===== config.mk =====
export PLATFORM = sky130hd
export DESIGN_NAME = decode_queue
export DESIGN_NICKNAME = d
export VERILOG_FILES = /design/src/rtl/decode_queue.sv
export SDC_FILE = /design/constraint.sdc
export NUM_CORES = 1
export LEC_CHECK = 0
export ABC_AREA = 1
export CAP_MARGIN = 20
export CORE_MARGIN = 2
export CORE_UTILIZATION = 47
export CTS_BUF_LIST = sky130_fd_sc_hd__clkbuf_8
export CTS_CLUSTER_DIAMETER = 80
export DETAILED_ROUTE_END_ITERATION = 7
export PLACE_DENSITY = 0.78
export SYNTH_ARGS = -nofsm -noshare
export SYNTH_HDL_FRONTEND = slang
export SYNTH_SLANG_ARGS = --single-unit

===== constraint.sdc =====
create_clock -name clk_i -period 6.5 [get_ports clk_i]
set_input_delay 0.975 -clock clk_i [delete_from_list [all_inputs] [get_ports clk_i]]
set_output_delay 0.975 -clock clk_i [all_outputs]
set_load 0.01 [all_outputs]

===== src/rtl/decode_queue.sv =====
// decode_queue: decode stage for the refcpu core.
// Classifies incoming instruction words by opcode/funct, forms the 32-bit
// extended immediate and buffers the decoded entries in a DEPTH-entry FIFO
// until execute pops them. A flush discards everything, including any
// instruction presented in the same cycle.
//
// Optional feature macro: DECODE_MULDIV_EN
//   defined   -> RTYPE funct 011000..011011 decode as MULDIV (class 6)
//   undefined -> those encodings decode as UNKNOWN (class 7)

module decode_queue #(
    parameter int unsigned DEPTH = 4,
    parameter int unsigned PC_W  = 32
) (
    input  logic                         clk_i,
    input  logic                         reset_i,
    input  logic                         flush_i,
    input  logic                         in_valid_i,
    output logic                         in_ready_o,
    input  logic [PC_W-1:0]              in_pc_i,
    input  logic [31:0]                  in_instr_i,
    output logic                         out_valid_o,
    input  logic                         out_ready_i,
    output logic [PC_W-1:0]              out_pc_o,
    output logic [31:0]                  out_instr_o,
    output logic [2:0]                   out_cls_o,
    output logic [31:0]                  out_imm_o,
    output logic [$clog2(DEPTH+1)-1:0]   out_count_o
);

    localparam int unsigned PTR_W = $clog2(DEPTH);
    localparam int unsigned CNT_W = $clog2(DEPTH + 1);

    localparam logic [2:0] CLS_RTYPE   = 3'd0;
    localparam logic [2:0] CLS_BRANCH  = 3'd1;
    localparam logic [2:0] CLS_UARITH  = 3'd2;
    localparam logic [2:0] CLS_LOAD    = 3'd3;
    localparam logic [2:0] CLS_STORE   = 3'd4;
    localparam logic [2:0] CLS_JUMP    = 3'd5;
    localparam logic [2:0] CLS_MULDIV  = 3'd6;
    localparam logic [2:0] CLS_UNKNOWN = 3'd7;

    localparam logic [5:0] OP_RTYPE = 6'b000000;
    localparam logic [5:0] OP_J     = 6'b000010;
    localparam logic [5:0] OP_JAL   = 6'b000011;
    localparam logic [5:0] OP_BEQ   = 6'b000100;
    localparam logic [5:0] OP_BNE   = 6'b000101;
    localparam logic [5:0] OP_ADDIU = 6'b001001;
    localparam logic [5:0] OP_ANDI  = 6'b001100;
    localparam logic [5:0] OP_ORI   = 6'b001101;
    localparam logic [5:0] OP_XORI  = 6'b001110;
    localparam logic [5:0] OP_LUI   = 6'b001111;
    localparam logic [5:0] OP_LW    = 6'b100011;
    localparam logic [5:0] OP_SW    = 6'b101011;

    localparam logic [5:0] FN_MULT  = 6'b011000;
    localparam logic [5:0] FN_MULTU = 6'b011001;
    localparam logic [5:0] FN_DIV   = 6'b011010;
    localparam logic [5:0] FN_DIVU  = 6'b011011;

    // Pointers wrap by natural overflow, so DEPTH must be a power of two.
    if (DEPTH < 2 || (DEPTH & (DEPTH - 1)) != 0) begin : g_depth_check
        $error("decode_queue: DEPTH must be a power of two and at least 2");
    end

    typedef struct packed {
        logic [PC_W-1:0] pc;
        logic [31:0]     instr;
        logic [2:0]      cls;
        logic [31:0]     imm;
    } entry_t;

    entry_t             mem_q [DEPTH];
    entry_t             entry_d;
    logic [PTR_W-1:0]   wr_ptr_q, wr_ptr_d;
    logic [PTR_W-1:0]   rd_ptr_q, rd_ptr_d;
    logic [CNT_W-1:0]   count_q,  count_d;

    logic               full;
    logic               empty;
    logic               push;
    logic               pop;

    logic [5:0]         opcode;
    logic [5:0]         funct;
    logic [15:0]        imm16;
    logic [31:0]        imm_sext;
    logic [31:0]        imm_zext;
    logic [2:0]         cls_d;
    logic [31:0]        imm_d;

    assign opcode   = in_instr_i[31:26];
    assign funct    = in_instr_i[5:0];
    assign imm16    = in_instr_i[15:0];
    assign imm_sext = {{16{imm16[15]}}, imm16};
    assign imm_zext = {16'h0000, imm16};

    // Combinational decode of the presented word into class and immediate.
    always_comb begin
        cls_d = CLS_UNKNOWN;
        imm_d = 32'h0000_0000;
        unique case (opcode)
            OP_RTYPE: begin
                if (funct == FN_MULT || funct == FN_MULTU ||
                    funct == FN_DIV  || funct == FN_DIVU) begin
`ifdef DECODE_MULDIV_EN
                    cls_d = CLS_MULDIV;
`else
                    cls_d = CLS_UNKNOWN;
`endif
                end else begin
                    cls_d = CLS_RTYPE;
                end
            end
            OP_BEQ, OP_BNE: begin
                cls_d = CLS_BRANCH;
                imm_d = imm_sext;
            end
            OP_ADDIU: begin
                cls_d = CLS_UARITH;
                imm_d = imm_sext;
            end
            OP_ANDI, OP_ORI, OP_XORI: begin
                cls_d = CLS_UARITH;
                imm_d = imm_zext;
            end
            OP_LUI: begin
                cls_d = CLS_UARITH;
                imm_d = {imm16, 16'h0000};
            end
            OP_LW: begin
                cls_d = CLS_LOAD;
                imm_d = imm_sext;
            end
            OP_SW: begin
                cls_d = CLS_STORE;
                imm_d = imm_sext;
            end
            OP_J, OP_JAL: begin
                cls_d = CLS_JUMP;
                imm_d = {6'b000000, in_instr_i[25:0]};
            end
            default: begin
                cls_d = CLS_UNKNOWN;
                imm_d = 32'h0000_0000;
            end
        endcase
    end

    // Assemble the entry written into storage on push.
    always_comb begin
        entry_d.pc    = in_pc_i;
        entry_d.instr = in_instr_i;
        entry_d.cls   = cls_d;
        entry_d.imm   = imm_d;
    end

    assign full  = (count_q == CNT_W'(DEPTH));
    assign empty = (count_q == CNT_W'(0));
    // Ready drops immediately while reset is held, not only after it clears the count.
    assign in_ready_o  = !full && !reset_i;
    assign out_valid_o = !empty;
    assign push = in_valid_i && in_ready_o && !flush_i;
    assign pop  = out_valid_o && out_ready_i && !flush_i;

    // Next-state for pointers and occupancy; flush wins over push/pop.
    always_comb begin
        wr_ptr_d = wr_ptr_q;
        rd_ptr_d = rd_ptr_q;
        count_d  = count_q;
        if (flush_i) begin
            wr_ptr_d = '0;
            rd_ptr_d = '0;
            count_d  = '0;
        end else begin
            if (push) begin
                wr_ptr_d = wr_ptr_q + PTR_W'(1);
            end
            if (pop) begin
                rd_ptr_d = rd_ptr_q + PTR_W'(1);
            end
            unique case ({push, pop})
                2'b10:   count_d = count_q + CNT_W'(1);
                2'b01:   count_d = count_q - CNT_W'(1);
                default: count_d = count_q;
            endcase
        end
    end

    // Pointer and count registers; only these are reset.
    always_ff @(posedge clk_i or posedge reset_i) begin
        if (reset_i) begin
            wr_ptr_q <= '0;
            rd_ptr_q <= '0;
            count_q  <= '0;
        end else begin
            wr_ptr_q <= wr_ptr_d;
            rd_ptr_q <= rd_ptr_d;
            count_q  <= count_d;
        end
    end

    // Entry storage; contents survive reset and are qualified by out_valid.
    always_ff @(posedge clk_i) begin
        if (push) begin
            mem_q[wr_ptr_q] <= entry_d;
        end
    end

    assign out_pc_o    = mem_q[rd_ptr_q].pc;
    assign out_instr_o = mem_q[rd_ptr_q].instr;
    assign out_cls_o   = mem_q[rd_ptr_q].cls;
    assign out_imm_o   = mem_q[rd_ptr_q].imm;
    assign out_count_o = count_q;

endmodule

======== Yosys cells after proc, flatten, opt, wreduce, memory -nomap -nowiden ========
Memories as Yosys holds them, arrays and structs flattened.
Index checks and enable logic that the tools add are counted.
storage, ports and cells
  register bits after elaboration ......... 7
  latch bits .............................. 0
  RAM bits ................................ 396
  bits in read-only memories .............. 0
  output and inout bits ................... 104
  word-level logic and storage cells ...... 59
  memories kept ........................... 1
operators by class
  add/subtract/negate cells ............... 4
  $mul .................................... 0
  div/mod/pow operators ................... 0
  magnitude comparators ................... 0
  equal/unequal tests ..................... 18
  shifts and indexed selects .............. 0
  multiplexer cells ....................... 11
  bitwise gates (word level) .............. 0
  reductions and logical operators ........ 22
memory list
  memory  words  width  read ports  clocked after Yosys merged registers in  wr ports  RTL line  text
  mem_q   4      99     1           0                                        1         73        entry_t mem_q [DEPTH];
operators by type and width
  operator                                                               count
  32-bit one-hot mux with 4 select lines                                 1
  6-bit by 4-bit equality test with 1-bit output, second input constant  5
  6-bit by 5-bit equality test with 1-bit output, second input constant  4
  3-bit one-hot mux with 6 select lines                                  1
  6-bit by 2-bit equality test with 1-bit output, second input constant  2
  6-bit by 3-bit equality test with 1-bit output, second input constant  2
  6-bit equality test, second input constant                             2
  5-bit OR reduction                                                     2
  2-bit two-way mux                                                      4
  6-bit logical NOT                                                      1
  3-bit two-way mux                                                      2
  3-bit one-hot mux with 2 select lines                                  1
  1-bit logical AND                                                      5
  2-bit by 1-bit adder with 2-bit output, second input constant          2
  1-bit logical NOT                                                      4
  2-bit nonzero test                                                     2
  2-bit OR reduction                                                     2
  3-bit by 1-bit adder with 3-bit output, second input constant          1
  3-bit equality test, second input constant                             1
  3-bit logical NOT                                                      1
  1-bit logical OR                                                       3
  3-bit nonzero test                                                     1
  3-bit OR reduction                                                     1
  3-bit by 1-bit subtractor with 3-bit output, second input constant     1
  3 further kinds                                                        4

======== Longest topological paths before layout ========
  depth in word-level cells ............... 8
  gate-level depth with buffers ........... 13
  mapped depth without buffers ............ 13

======== Worst setup path before layout ========
OpenSTA, ideal clock, no wires.
  kind .................................... input -> register
  start point ............................. in reset_i
  end point ............................... mem mem_q[0][0] (netlist name) (enable)
  arrival ................................. 5.713 ns
  required time ........................... 5.943 ns
  path slack .............................. 0.230 ns
  stages .................................. 5
  path buffers ............................ 0
  path through ............................ inv_1 nand3_1 nor2_1 inv_1 nor2_1
between the ends
  cells in the longest elaborated chain, start to end .. 6
ends and longest elaborated chain
  element                                  RTL line  text
  from (decl)                              16        input logic reset_i,
  1-bit logical NOT (no line)              --
  1-bit logical AND                        161       assign in_ready_o = !full && !reset_i;
  1-bit logical AND (2 in a row)           163       assign push = in_valid_i && in_ready_o && !flush_i;
  1-bit two-way mux                        205       if (push) begin
  1-bit two-way mux (not written as such)  206       mem_q[wr_ptr_q] <= entry_d;
  to (decl)                                73
Every way passes these cells.

======== Worst setup path after layout ========
  start point ............................. reg rd_ptr_q[1]
  end point ............................... out out_imm_o[28]
between the ends
  cells in the longest elaborated chain, start to end .. 1
ends and longest elaborated chain
  element                 RTL line  text
  from (decl)             76        logic [PTR_W-1:0] rd_ptr_q, rd_ptr_d;
  from (signal assigned)  198       rd_ptr_q <= rd_ptr_d;
  memory 4 x 99 bit       --
  to (decl)               27        output logic [31:0] out_imm_o,
Every way passes these cells.

==> run_results.csv <==
group,metric,value,unit
run_status,status,"finished, final reports clean",
yosys,synth_compound_area_frac,0.124,
floorplan,chipHeight,187,um
worst_setup_path,crit_start,"rd_ptr_q[1]",
clock_network,clock_sinks,403,
detailed_routing,drtIter0Drc,889,
placement,place_congestion,0.743,
clock_network,h-tree-depth,2,
detailed_routing,vias,9962,
yosys,yosysWarningCount,0,
yosys,synth_nets,1202,
yosys,synth_cell_type_count,31,
yosys,avgSynthCellArea,13.9,um2
timing,rsz0062_at_grt,"false",
grt,grt_pass1_wl,56100,um
timing,timing.fmax,217,MHz
yosys,synth.most_common_cell,"edfxtp_1",
clock_network,cts_resized,0,
floorplan,core,0.0327,mm2
timing,worst_slew_pin_slew,0.988,ns
power_and_ir_drop,p_leak,6.34,nW
finish,drive_gt1_frac,0.0919,
worst_setup_path,r2r-end,"mem_q[3][58]",
floorplan,io_pins,173,
clock_network,post-cts-setup-buffers,0,
floorplan,dieArea,0.0348,mm2
clock_network,clockRootBuffer,"clkbuf_8",
yosys,synth_ff_type,"edfxtp_1",
yosys,yosys.area.top_type,"edfxtp_1",
timing,period_needed,4.60,ns
yosys,synth_area,0.0157,mm2
worst_setup_path,rr_worst_depth,7,
clock_network,ctsLongestPathBuffers,3,
finish,area_growth,20.1,%
finish,nNetsFinal,1378,
detailed_routing,via_per_inst,5.56,
clock_network,clk_pin_slew,0.06,ns
power_and_ir_drop,p_seq_frac,0.462,
worst_setup_path,cp.required,5.52,ns
grt,grt_max_degree,125,
timing,hold_violations,0,
clock_network,clk_latency,0.60,ns
finish,fillerInstances,2579,
finish,diodes,0,
timing,fin_crit_sh,0.708,
yosys,synth_commonest_cells,"396 x edfxtp_1, 210 x nor2_1, 207 x o21ai_0",
power_and_ir_drop,clockPowerShare,0.280,
power_and_ir_drop,ir_drop,0.182,mV
clock_network,postCtsHoldBufs,0,
grt,antenna_found_initial,3,
yosys,synth.mux.area_fraction,0,
finish,final_cells,1792,
placement,placed_cell_area,0.0178,mm2
worst_setup_path,reg2reg_from,"out_count_o[0]",
detailed_routing,drc,0,
yosys,netlist.area_leader.share,0.759,
yosys,ys_seq_area_frac,0.770,
timing,finalSetupViolCount,0,
yosys,synth_area_leaders,"edfxtp_1 76%, o21ai_0 6.6%, nor2_1 5.0%, o22ai_1 4.0%, dfrtp_1 1.1%",
worst_setup_path,arrival,3.63,ns
yosys,synthArstFlopShare,0.0174,
grt,overflow,0,
yosys,synth_top_family_by_area,"compound AO/OA/AOI/OAI gates",
worst_setup_path,crit_path_start_kind,"flop",
worst_setup_path,crit_type,"flop to output pin",
timing,holdWs,0.585,ns
detailed_routing,detail-route-antenna-nets,0,
grt,grt_pass1_vias,9993,
finish,final_area,0.0188,mm2
timing,maxSlewViolCount,0,
yosys,synth_simple_gate_area_frac,0.0693,
detailed_routing,wl,36600,um
power_and_ir_drop,internal_power,4.52,mW
power_and_ir_drop,p_per_area,342,mW/mm2
floorplan,die_w,187,um
detailed_routing,drt-pass1-iter-count,5,
worst_setup_path,r2r_slack,4.16,ns
clock_network,cts_buffers,60,
yosys,synth_fa_ha_area_frac,0.00447,
yosys,synthCells,1128,
job,maxCapViolations,0,
placement,dp.cells,1684,
power_and_ir_drop,combPwrFrac,0.258,
yosys,synth_edf_count,396,
timing,setup-tns-final,0,ns
worst_hold_path,hold_path_class,"flop to flop",
power_and_ir_drop,swShare,0.298,
worst_setup_path,endpoint_kind,"output pin",
worst_setup_path,crit_fanout,68,
yosys,synthXorXnorAreaFrac,0.000559,
power_and_ir_drop,p_switching,1.92,mW
detailed_routing,wl_per_cell,20.4,um
clock_network,cts_tree,"done",
placement,port_buffers,172,
floorplan,start_util,0.479,
timing,finalClockSkew,0.0243,ns
floorplan,rows,66,
worst_setup_path,endpoint,"out_imm_o[28]",
timing,relSlewSlack,0.342,
yosys,ys_seq_elements,403,
grt,grt_use_total,0.206,
placement,place_hpwl,20500,um
[layout make-up]
class | instances | area, um2 | share of cell area
clock buffer | 61 | 840 | 0.0446
clock inverter | 47 | 206 | 0.0110
inverter | 42 | 163 | 0.00864
multi-input combinational | 612 | 3130 | 0.166
sequential | 403 | 12100 | 0.641
tap | 442 | 553 | 0.0294
timing repair buffer | 185 | 1860 | 0.0987
[layer usage]
layer,share of wire,routed length [um],GRT usage
met5,0.0010,37,0
met4,0.018,667,0.0641
met3,0.084,3070,0.0544
met2,0.48,17400,0.333
met1,0.42,15400,0.276
[worst min path at each step]
stage | from | to | cells after the start
finish | out_count_o[1] | out_count_o[1] | 2
detailed placement | out_count_o[1] | out_count_o[1] | 2
CTS | out_count_o[1] | out_count_o[1] | 2
global route | out_count_o[1] | out_count_o[1] | 2
floorplan | out_count_o[1] | out_count_o[1] | 2
global placement | out_count_o[1] | out_count_o[1] | 2
[state kept, by name, indices dropped and copies added, names as in the netlist]
register	flops
out_count_o	3
wr_ptr_q	2
mem_q	396
rd_ptr_q	2
[placed cells by master, fill, tap and decap left out, types with 4 or more instances in the layout]
master,instances
a31oi_1,16
dfrtp_1,5
o211ai_2,10
nand2_1,35
clkinv_2,12
inv_2,6
nor2_4,6
nand3_1,9
inv_1,45
edfxtp_1,396
clkinv_1,23
o21ai_0,207
ha_1,4
buf_4,10
nor2_1,206
o22ai_1,99
clkbuf_8,61
clkdlybuf4s50_1,172
[cell families (layout without fill, tap and decap cells)]
family          Yosys count  count (layout)
compound gates          338             338
xor+xnor                  1               1
fa+ha+maj                 5               5
buf+inv                 113             335
flops                   403             403
simple gates            268             268
[power by group through the flow]
stage | logic, mW | registers (mW) | clock network, mW
global placement | 1.63 | 3.03 | 0
global route | 1.79 | 2.99 | 1.97
floorplan | 0.851 | 3.01 | 0
CTS | 1.67 | 2.98 | 1.85
detailed placement | 1.67 | 3.03 | 0
finish | 1.66 | 2.98 | 1.81
[metrics by stage]
stage	utilization	setup WS, ns	power, mW
floorplan	-	0.230	3.86
global placement	0.544	2.59	4.66
detailed placement	0.544	2.53	4.70
CTS	0.576	1.86	6.50
global route	0.576	1.74	6.74
finish	0.576	1.90	6.45
[worst max-delay path: stages, from the launching register on]
cell and delay (ns):
dfrtp_2 0.40, buf_4 0.29, inv_2 0.51, buf_4 0.71
o21ai_0 0.20, o22ai_1 0.27, clkdlybuf4s50_1 0.60
(Power assumes the default switching activity.)
